### src/rtl/cpu_sequencer_if.sv
// Handshake bundle between the rv32i control sequencer and the memories, IR/decoder and PC.
// master: sequencer side; slave: datapath/memory side.
interface cpu_sequencer_if #(
  parameter int unsigned DATA_WIDTH = 32
);
  logic [6:0]            opcode;
  logic                  imem_ready;
  logic                  dmem_ready;
  logic                  halt_req;
  logic                  imem_req;
  logic                  ir_load;
  logic                  dmem_req;
  logic                  dmem_we;
  logic                  reg_write_en;
  logic                  update_pc;
  logic                  pc_zero;
  logic                  halted;
  logic                  fault;
  logic [1:0]            fault_code;
  logic [DATA_WIDTH-1:0] instret;

  modport master (
    input  opcode, imem_ready, dmem_ready, halt_req,
    output imem_req, ir_load, dmem_req, dmem_we, reg_write_en, update_pc,
           pc_zero, halted, fault, fault_code, instret
  );

  modport slave (
    output opcode, imem_ready, dmem_ready, halt_req,
    input  imem_req, ir_load, dmem_req, dmem_we, reg_write_en, update_pc,
           pc_zero, halted, fault, fault_code, instret
  );
endinterface

### src/rtl/cpu_sequencer.sv
// Multi-cycle fetch/decode/execute/memory/writeback control FSM for the rv32i core,
// with memory wait timeouts, halt/fault handling and a retired-instruction counter.
module cpu_sequencer #(
  parameter int unsigned DATA_WIDTH  = 32,
  parameter int unsigned MEM_TIMEOUT = 16
) (
  input  logic            clk,
  input  logic            rst_n,
  cpu_sequencer_if.master bus
);

  localparam int unsigned CW = $clog2(MEM_TIMEOUT + 1);

  localparam logic [6:0] OP_LUI    = 7'b0110111;
  localparam logic [6:0] OP_AUIPC  = 7'b0010111;
  localparam logic [6:0] OP_JAL    = 7'b1101111;
  localparam logic [6:0] OP_JALR   = 7'b1100111;
  localparam logic [6:0] OP_BRANCH = 7'b1100011;
  localparam logic [6:0] OP_LOAD   = 7'b0000011;
  localparam logic [6:0] OP_STORE  = 7'b0100011;
  localparam logic [6:0] OP_IMM    = 7'b0010011;
  localparam logic [6:0] OP_OP     = 7'b0110011;
  localparam logic [6:0] OP_FENCE  = 7'b0001111;
  localparam logic [6:0] OP_SYSTEM = 7'b1110011;

  localparam logic [1:0] FC_ILLEGAL = 2'd1;
  localparam logic [1:0] FC_IMEM_TO = 2'd2;
  localparam logic [1:0] FC_DMEM_TO = 2'd3;

  typedef enum logic [2:0] {
    S_BOOT, S_FETCH, S_DECODE, S_EXEC, S_MEM, S_WB, S_HALT, S_FAULT
  } state_e;

  state_e                state_q, state_d;
  logic [CW-1:0]         wait_q, wait_d;
  logic [DATA_WIDTH-1:0] instret_q, instret_d;
  logic [1:0]            fault_code_q, fault_code_d;
  logic                  imem_req_q, imem_req_d;
  logic                  dmem_req_q, dmem_req_d;
  logic                  dmem_we_q, dmem_we_d;
  logic                  reg_write_en_q, reg_write_en_d;
  logic                  update_pc_q, update_pc_d;
  logic                  pc_zero_q, pc_zero_d;
  logic                  halted_q, halted_d;
  logic                  fault_q, fault_d;

  logic is_legal_c, is_ldst_c, is_store_c, writes_rd_c, boot_pulse_c;

  assign is_legal_c  = bus.opcode inside {OP_LUI, OP_AUIPC, OP_JAL, OP_JALR, OP_BRANCH,
                                          OP_LOAD, OP_STORE, OP_IMM, OP_OP, OP_FENCE,
                                          OP_SYSTEM};
  assign is_store_c  = (bus.opcode == OP_STORE);
  assign is_ldst_c   = is_store_c || (bus.opcode == OP_LOAD);
  assign writes_rd_c = !(bus.opcode inside {OP_STORE, OP_BRANCH, OP_FENCE, OP_SYSTEM});

  // Next state, wait counter, retire counter and fault code.
  always_comb begin
    state_d      = state_q;
    wait_d       = '0;
    instret_d    = instret_q;
    fault_code_d = fault_code_q;
    unique case (state_q)
      // Reset-release cycle is quiet; the following BOOT cycle carries the PC-zero pulse.
      S_BOOT:   if (update_pc_q) state_d = S_FETCH;
      S_FETCH: begin
        if (bus.imem_ready) begin
          state_d = S_DECODE;
        end else if (wait_q == CW'(MEM_TIMEOUT - 1)) begin
          state_d      = S_FAULT;
          fault_code_d = FC_IMEM_TO;
        end else begin
          wait_d = wait_q + CW'(1);
        end
      end
      S_DECODE: begin
        if (is_legal_c) begin
          state_d = S_EXEC;
        end else begin
          state_d      = S_FAULT;
          fault_code_d = FC_ILLEGAL;
        end
      end
      S_EXEC:   state_d = is_ldst_c ? S_MEM : S_WB;
      S_MEM: begin
        if (bus.dmem_ready) begin
          state_d = S_WB;
        end else if (wait_q == CW'(MEM_TIMEOUT - 1)) begin
          state_d      = S_FAULT;
          fault_code_d = FC_DMEM_TO;
        end else begin
          wait_d = wait_q + CW'(1);
        end
      end
      S_WB: begin
        instret_d = instret_q + DATA_WIDTH'(1);
        state_d   = bus.halt_req ? S_HALT : S_FETCH;
      end
      S_HALT:   if (!bus.halt_req) state_d = S_FETCH;
      S_FAULT:  state_d = S_FAULT;
      default:  state_d = S_FAULT;
    endcase
  end

  // Moore outputs decoded from the upcoming state so they register in step with it.
  always_comb begin
    boot_pulse_c   = (state_q == S_BOOT) && (state_d == S_BOOT);
    imem_req_d     = (state_d == S_FETCH);
    dmem_req_d     = (state_d == S_MEM);
    dmem_we_d      = (state_d == S_MEM) && is_store_c;
    reg_write_en_d = (state_d == S_WB) && writes_rd_c;
    update_pc_d    = (state_d == S_WB) || boot_pulse_c;
    pc_zero_d      = boot_pulse_c;
    halted_d       = (state_d == S_HALT);
    fault_d        = (state_d == S_FAULT);
  end

  always_ff @(posedge clk or negedge rst_n) begin
    if (!rst_n) begin
      state_q        <= S_BOOT;
      wait_q         <= '0;
      instret_q      <= '0;
      fault_code_q   <= '0;
      imem_req_q     <= 1'b0;
      dmem_req_q     <= 1'b0;
      dmem_we_q      <= 1'b0;
      reg_write_en_q <= 1'b0;
      update_pc_q    <= 1'b0;
      pc_zero_q      <= 1'b0;
      halted_q       <= 1'b0;
      fault_q        <= 1'b0;
    end else begin
      state_q        <= state_d;
      wait_q         <= wait_d;
      instret_q      <= instret_d;
      fault_code_q   <= fault_code_d;
      imem_req_q     <= imem_req_d;
      dmem_req_q     <= dmem_req_d;
      dmem_we_q      <= dmem_we_d;
      reg_write_en_q <= reg_write_en_d;
      update_pc_q    <= update_pc_d;
      pc_zero_q      <= pc_zero_d;
      halted_q       <= halted_d;
      fault_q        <= fault_d;
    end
  end

  // ir_load is the one combinational output: capture on the cycle fetch data is valid.
  assign bus.ir_load      = (state_q == S_FETCH) && bus.imem_ready;
  assign bus.imem_req     = imem_req_q;
  assign bus.dmem_req     = dmem_req_q;
  assign bus.dmem_we      = dmem_we_q;
  assign bus.reg_write_en = reg_write_en_q;
  assign bus.update_pc    = update_pc_q;
  assign bus.pc_zero      = pc_zero_q;
  assign bus.halted       = halted_q;
  assign bus.fault        = fault_q;
  assign bus.fault_code   = fault_code_q;
  assign bus.instret      = instret_q;

endmodule
### src/flat_wrapper.sv
// flat-port wrapper written by rule: the top's interface ports become plain ports
module cpu_sequencer_flat 
#(
  parameter int unsigned DATA_WIDTH  = 32,
  parameter int unsigned MEM_TIMEOUT = 16
)
  (clk, rst_n, bus_opcode, bus_imem_ready, bus_dmem_ready, bus_halt_req, bus_imem_req, bus_ir_load, bus_dmem_req, bus_dmem_we, bus_reg_write_en, bus_update_pc, bus_pc_zero, bus_halted, bus_fault, bus_fault_code, bus_instret);
  cpu_sequencer_if #(.DATA_WIDTH(DATA_WIDTH)) bus_i ();
  input  logic clk;
  input  logic rst_n;
  input wire logic [$bits(bus_i.opcode)-1:0] bus_opcode;
  input wire logic [$bits(bus_i.imem_ready)-1:0] bus_imem_ready;
  input wire logic [$bits(bus_i.dmem_ready)-1:0] bus_dmem_ready;
  input wire logic [$bits(bus_i.halt_req)-1:0] bus_halt_req;
  output wire logic [$bits(bus_i.imem_req)-1:0] bus_imem_req;
  output wire logic [$bits(bus_i.ir_load)-1:0] bus_ir_load;
  output wire logic [$bits(bus_i.dmem_req)-1:0] bus_dmem_req;
  output wire logic [$bits(bus_i.dmem_we)-1:0] bus_dmem_we;
  output wire logic [$bits(bus_i.reg_write_en)-1:0] bus_reg_write_en;
  output wire logic [$bits(bus_i.update_pc)-1:0] bus_update_pc;
  output wire logic [$bits(bus_i.pc_zero)-1:0] bus_pc_zero;
  output wire logic [$bits(bus_i.halted)-1:0] bus_halted;
  output wire logic [$bits(bus_i.fault)-1:0] bus_fault;
  output wire logic [$bits(bus_i.fault_code)-1:0] bus_fault_code;
  output wire logic [$bits(bus_i.instret)-1:0] bus_instret;
  assign bus_i.opcode = bus_opcode;
  assign bus_i.imem_ready = bus_imem_ready;
  assign bus_i.dmem_ready = bus_dmem_ready;
  assign bus_i.halt_req = bus_halt_req;
  assign bus_imem_req = bus_i.imem_req;
  assign bus_ir_load = bus_i.ir_load;
  assign bus_dmem_req = bus_i.dmem_req;
  assign bus_dmem_we = bus_i.dmem_we;
  assign bus_reg_write_en = bus_i.reg_write_en;
  assign bus_update_pc = bus_i.update_pc;
  assign bus_pc_zero = bus_i.pc_zero;
  assign bus_halted = bus_i.halted;
  assign bus_fault = bus_i.fault;
  assign bus_fault_code = bus_i.fault_code;
  assign bus_instret = bus_i.instret;
  cpu_sequencer #(.DATA_WIDTH(DATA_WIDTH), .MEM_TIMEOUT(MEM_TIMEOUT)) u_core (.clk(clk), .rst_n(rst_n), .bus(bus_i));
endmodule
### config.mk
export PLATFORM = sky130hd
export DESIGN_NAME = cpu_sequencer_flat
export DESIGN_NICKNAME = d
export VERILOG_FILES = /design/src/rtl/cpu_sequencer_if.sv /design/src/rtl/cpu_sequencer.sv /design/src/flat_wrapper.sv
export SDC_FILE = /design/constraint.sdc
export NUM_CORES = 1
export LEC_CHECK = 0
export CORE_MARGIN = 1.5
export CORE_UTILIZATION = 53
export DETAILED_ROUTE_END_ITERATION = 10
export PLACE_DENSITY = 0.84
export SYNTH_ARGS = -nofsm -noshare
export SYNTH_HDL_FRONTEND = slang
export SYNTH_SLANG_ARGS = --single-unit
### constraint.sdc
create_clock -name clk -period 4.4 [get_ports clk]
set_input_delay 0.66 -clock clk [delete_from_list [all_inputs] [get_ports clk]]
set_output_delay 0.66 -clock clk [all_outputs]
set_load 0.1 [all_outputs]
==> metrics <==
Vias about 1800; PD cells a little under 600 nW/um2; RSZ-0062 raised after global routing no; max incr delay on CP ~1100 ps; num rows 24; vias in the first global route around 1700; P&R area growth vs syn 29.9%; starting DRC count in detailed routing between 80 and 90; Setup Skew ~11 ps; HPWL Detailed 3.38 mm; worst setup slack after layout 1090 ps; DR WL met3 between 200 and 250 um; global-route wire length before repair about 8 mm; max_slew headroom 0.306; Final Util 0.712; Core Footprint between 4000 and 5000 um2; Post-Route M1 WL between 2 and 2.5 mm; Post-CTS Resized 0; routability cong. 0.780; Total GRT Usage 0.205; CTS tree yes; DRC violations left 0; number of buffers added for setup after CTS 0; CP Capture Type primary output; post-synthesis area per instance between 10 and 15 um2; fraction of layout cells with a size suffix above 1 0.0647; Reg2Reg Depth 5; synthesized instance count roughly 220; depth of the CTS H-tree 2; Final Critical Period roughly 3300 ps; synthesized area 2390 um2; start point of the worst hold path u_core.wait_q[0]$_DFF_PN0_; largest net degree at the start of global routing 51; FF-to-FF End u_core.bus.instret[27]$_DFFE_PN0N_; Tcrit/Tclk final 0.752; Peak supply drop roughly 0.59 mV; most common cell after layout, fill and taps aside clkdlybuf4s50_1; drt first pass iters 4; Min-Delay Path Class reg -> reg; Initial Util 0.548; sequential fraction of the synthesis area 0.524; worst r2r src u_core.state_q[0]$_DFF_PN0_; final setup violation count 0; outcome complete, no violations; EDFF count, synth 0; GR Overflow Total 0; Pins Over Slew Limit 0; Lkg Pwr between 1 and 1.5 nW; Post-CTS Hold Fix Bufs 0; drt wl/cell roughly 14 um; clock root buffer clkbuf_8; Setup crit start kind flop; antenna violations before repair 0; Clock Path Buffers 2; final hold violations 0; total power between 1.5 and 2 mW; commonest non-fill, non-tap cells in the layout clkdlybuf4s50_1, dfrtp_1, xnor2_1; FF-to-FF setup slack 2160 ps; full die area between 4000 and 5000 um2; flops & latches, synth 50; DR vias/cell 5.42; final WL 4.51 mm; Die H 70.1 um; main flop type after synthesis dfrtp_1; Least-Margin Pin Slew approximately 1000 ps; cell family with most CP delay buffers and inverters; hold depth 1; syn_nets between 200 and 250; Async S/R FF share, synth 1.00; clock slew seen by the registers of the worst setup and hold paths 80 ps; YS warnings 0; Setup WS pre-CTS about 1200 ps; Num CTS Buffers 5; Met2 Wirelength 2.19 mm; Top Layer Used met4; max-cap viol count 0; Routed Antenna Nets 0; crit path DAT ~2700 ps; crit path kind reg -> out; CP max stage cell clkdlybuf4s50_1; ordered list of cells on the worst path nor2b_1 -> and3_1 -> clkdlybuf4s50_1; Skew-Pair Late Insertion Delay just over 300 ps; hold path endpoint u_core.wait_q[0]$_DFF_PN0_; final net count between 200 and 300; Worst Path Required between 3000 and 4000 ps; total negative slack 0 ps; CP bufs+invs 1; n_diodes 0; clk sinks 50; top-level port count 55; Port Buffer Count 54; FMAX between 0.3 and 0.4 GHz; Yosys cell types between 40 and 50; Die Wd roughly 70 um; CP max FO 17
==> registers in the layout (all words and copies together), names as in the netlist, 2 cells and up <==
register	flops
u_core.bus.instret	32
u_core.wait_q	5
u_core.state_q	3
u_core.bus.fault_code	2
==> final cells by class <==
class,count,area [um2]
repair buffers,54,536
flip-flops and latches,50,1250
clock inverters,2,60.1
inverters,11,41.3
multi-input cells,155,1070
well taps,52,65.1
fillers,340,1250
clock buffers,6,82.6
==> worst max-delay path by stage <==
stage	cells after the start	startpoint	endpoint	slack [ps]
floorplan	6	u_core.bus.instret[4]$_DFFE_PN0N_	u_core.bus.instret[23]$_DFFE_PN0N_	1950
global placement	3	bus_imem_ready	bus_ir_load	1260
detailed placement	3	bus_imem_ready	bus_ir_load	1250
CTS	3	u_core.state_q[0]$_DFF_PN0_	bus_ir_load	1090
global route	3	u_core.state_q[0]$_DFF_PN0_	bus_ir_load	980
finish	3	u_core.state_q[0]$_DFF_PN0_	bus_ir_load	1090
==> layer usage <==
| metal | global-route usage | vias to the layer above |
|---|---|---|
| met5 | 0 | - |
| met4 | 0.0855 | 0 |
| met3 | 0.0519 | 8 |
| met2 | 0.334 | 47 |
| met1 | 0.261 | 845 |
| li1 | - | 888 |
==> power by group <==
| group | switching [mW] | internal (mW) |
|---|---|---|
| registers | 0.102 | 0.527 |
| clock network | 0.147 | 0.242 |
| logic | 0.558 | 0.222 |
| total | 0.806 | 0.992 |
==> kinds of logic (layout without fill, tap and decap cells) <==
logic type | Yosys count | after routing | share of synthesized area
AO/OA/AOI/OAI | 24 | 24 | 0.0839
XOR/XNOR | 33 | 33 | 0.121
adder cells (fa/ha/maj) | 2 | 2 | 0.0105
buffers and inverters | 17 | 73 | 0.0293
flip-flops | 50 | 50 | 0.524
multiplexers | 1 | 1 | 0.00472
AND/OR/NAND/NOR | 95 | 95 | 0.226
==> cell usage after synthesis (all sizes together), types with 2 or more instances <==
master	count	area share
and2	2	0.0052
nor4	3	0.017
dfrtp	50	0.52
and4	2	0.0073
nand3	15	0.031
a21oi	3	0.0063
ha	2	0.010
xor2	8	0.029
o21ai	7	0.015
or4	2	0.0063
nand2b	3	0.0079
and3	10	0.026
a221oi	2	0.017
nand2	20	0.031
inv	11	0.017
nand4	6	0.016
xnor2	25	0.092
a211oi	2	0.0063
nand4b	3	0.017
a2111oi	3	0.016
nor2b	2	0.0052
nor3	9	0.019
nor2	13	0.020
buf	5	0.010
==> per-stage QoR <==
step                      hold slack [ps]  cells  instance area, um2
final                                 468    330                3100
after global routing                  506    330                3100
after CTS                             475    330                3100
after detailed placement              464    322                2960
after global placement                452    322                2960
after floorplan                       364    222                2390
(Power assumes the default switching activity.)
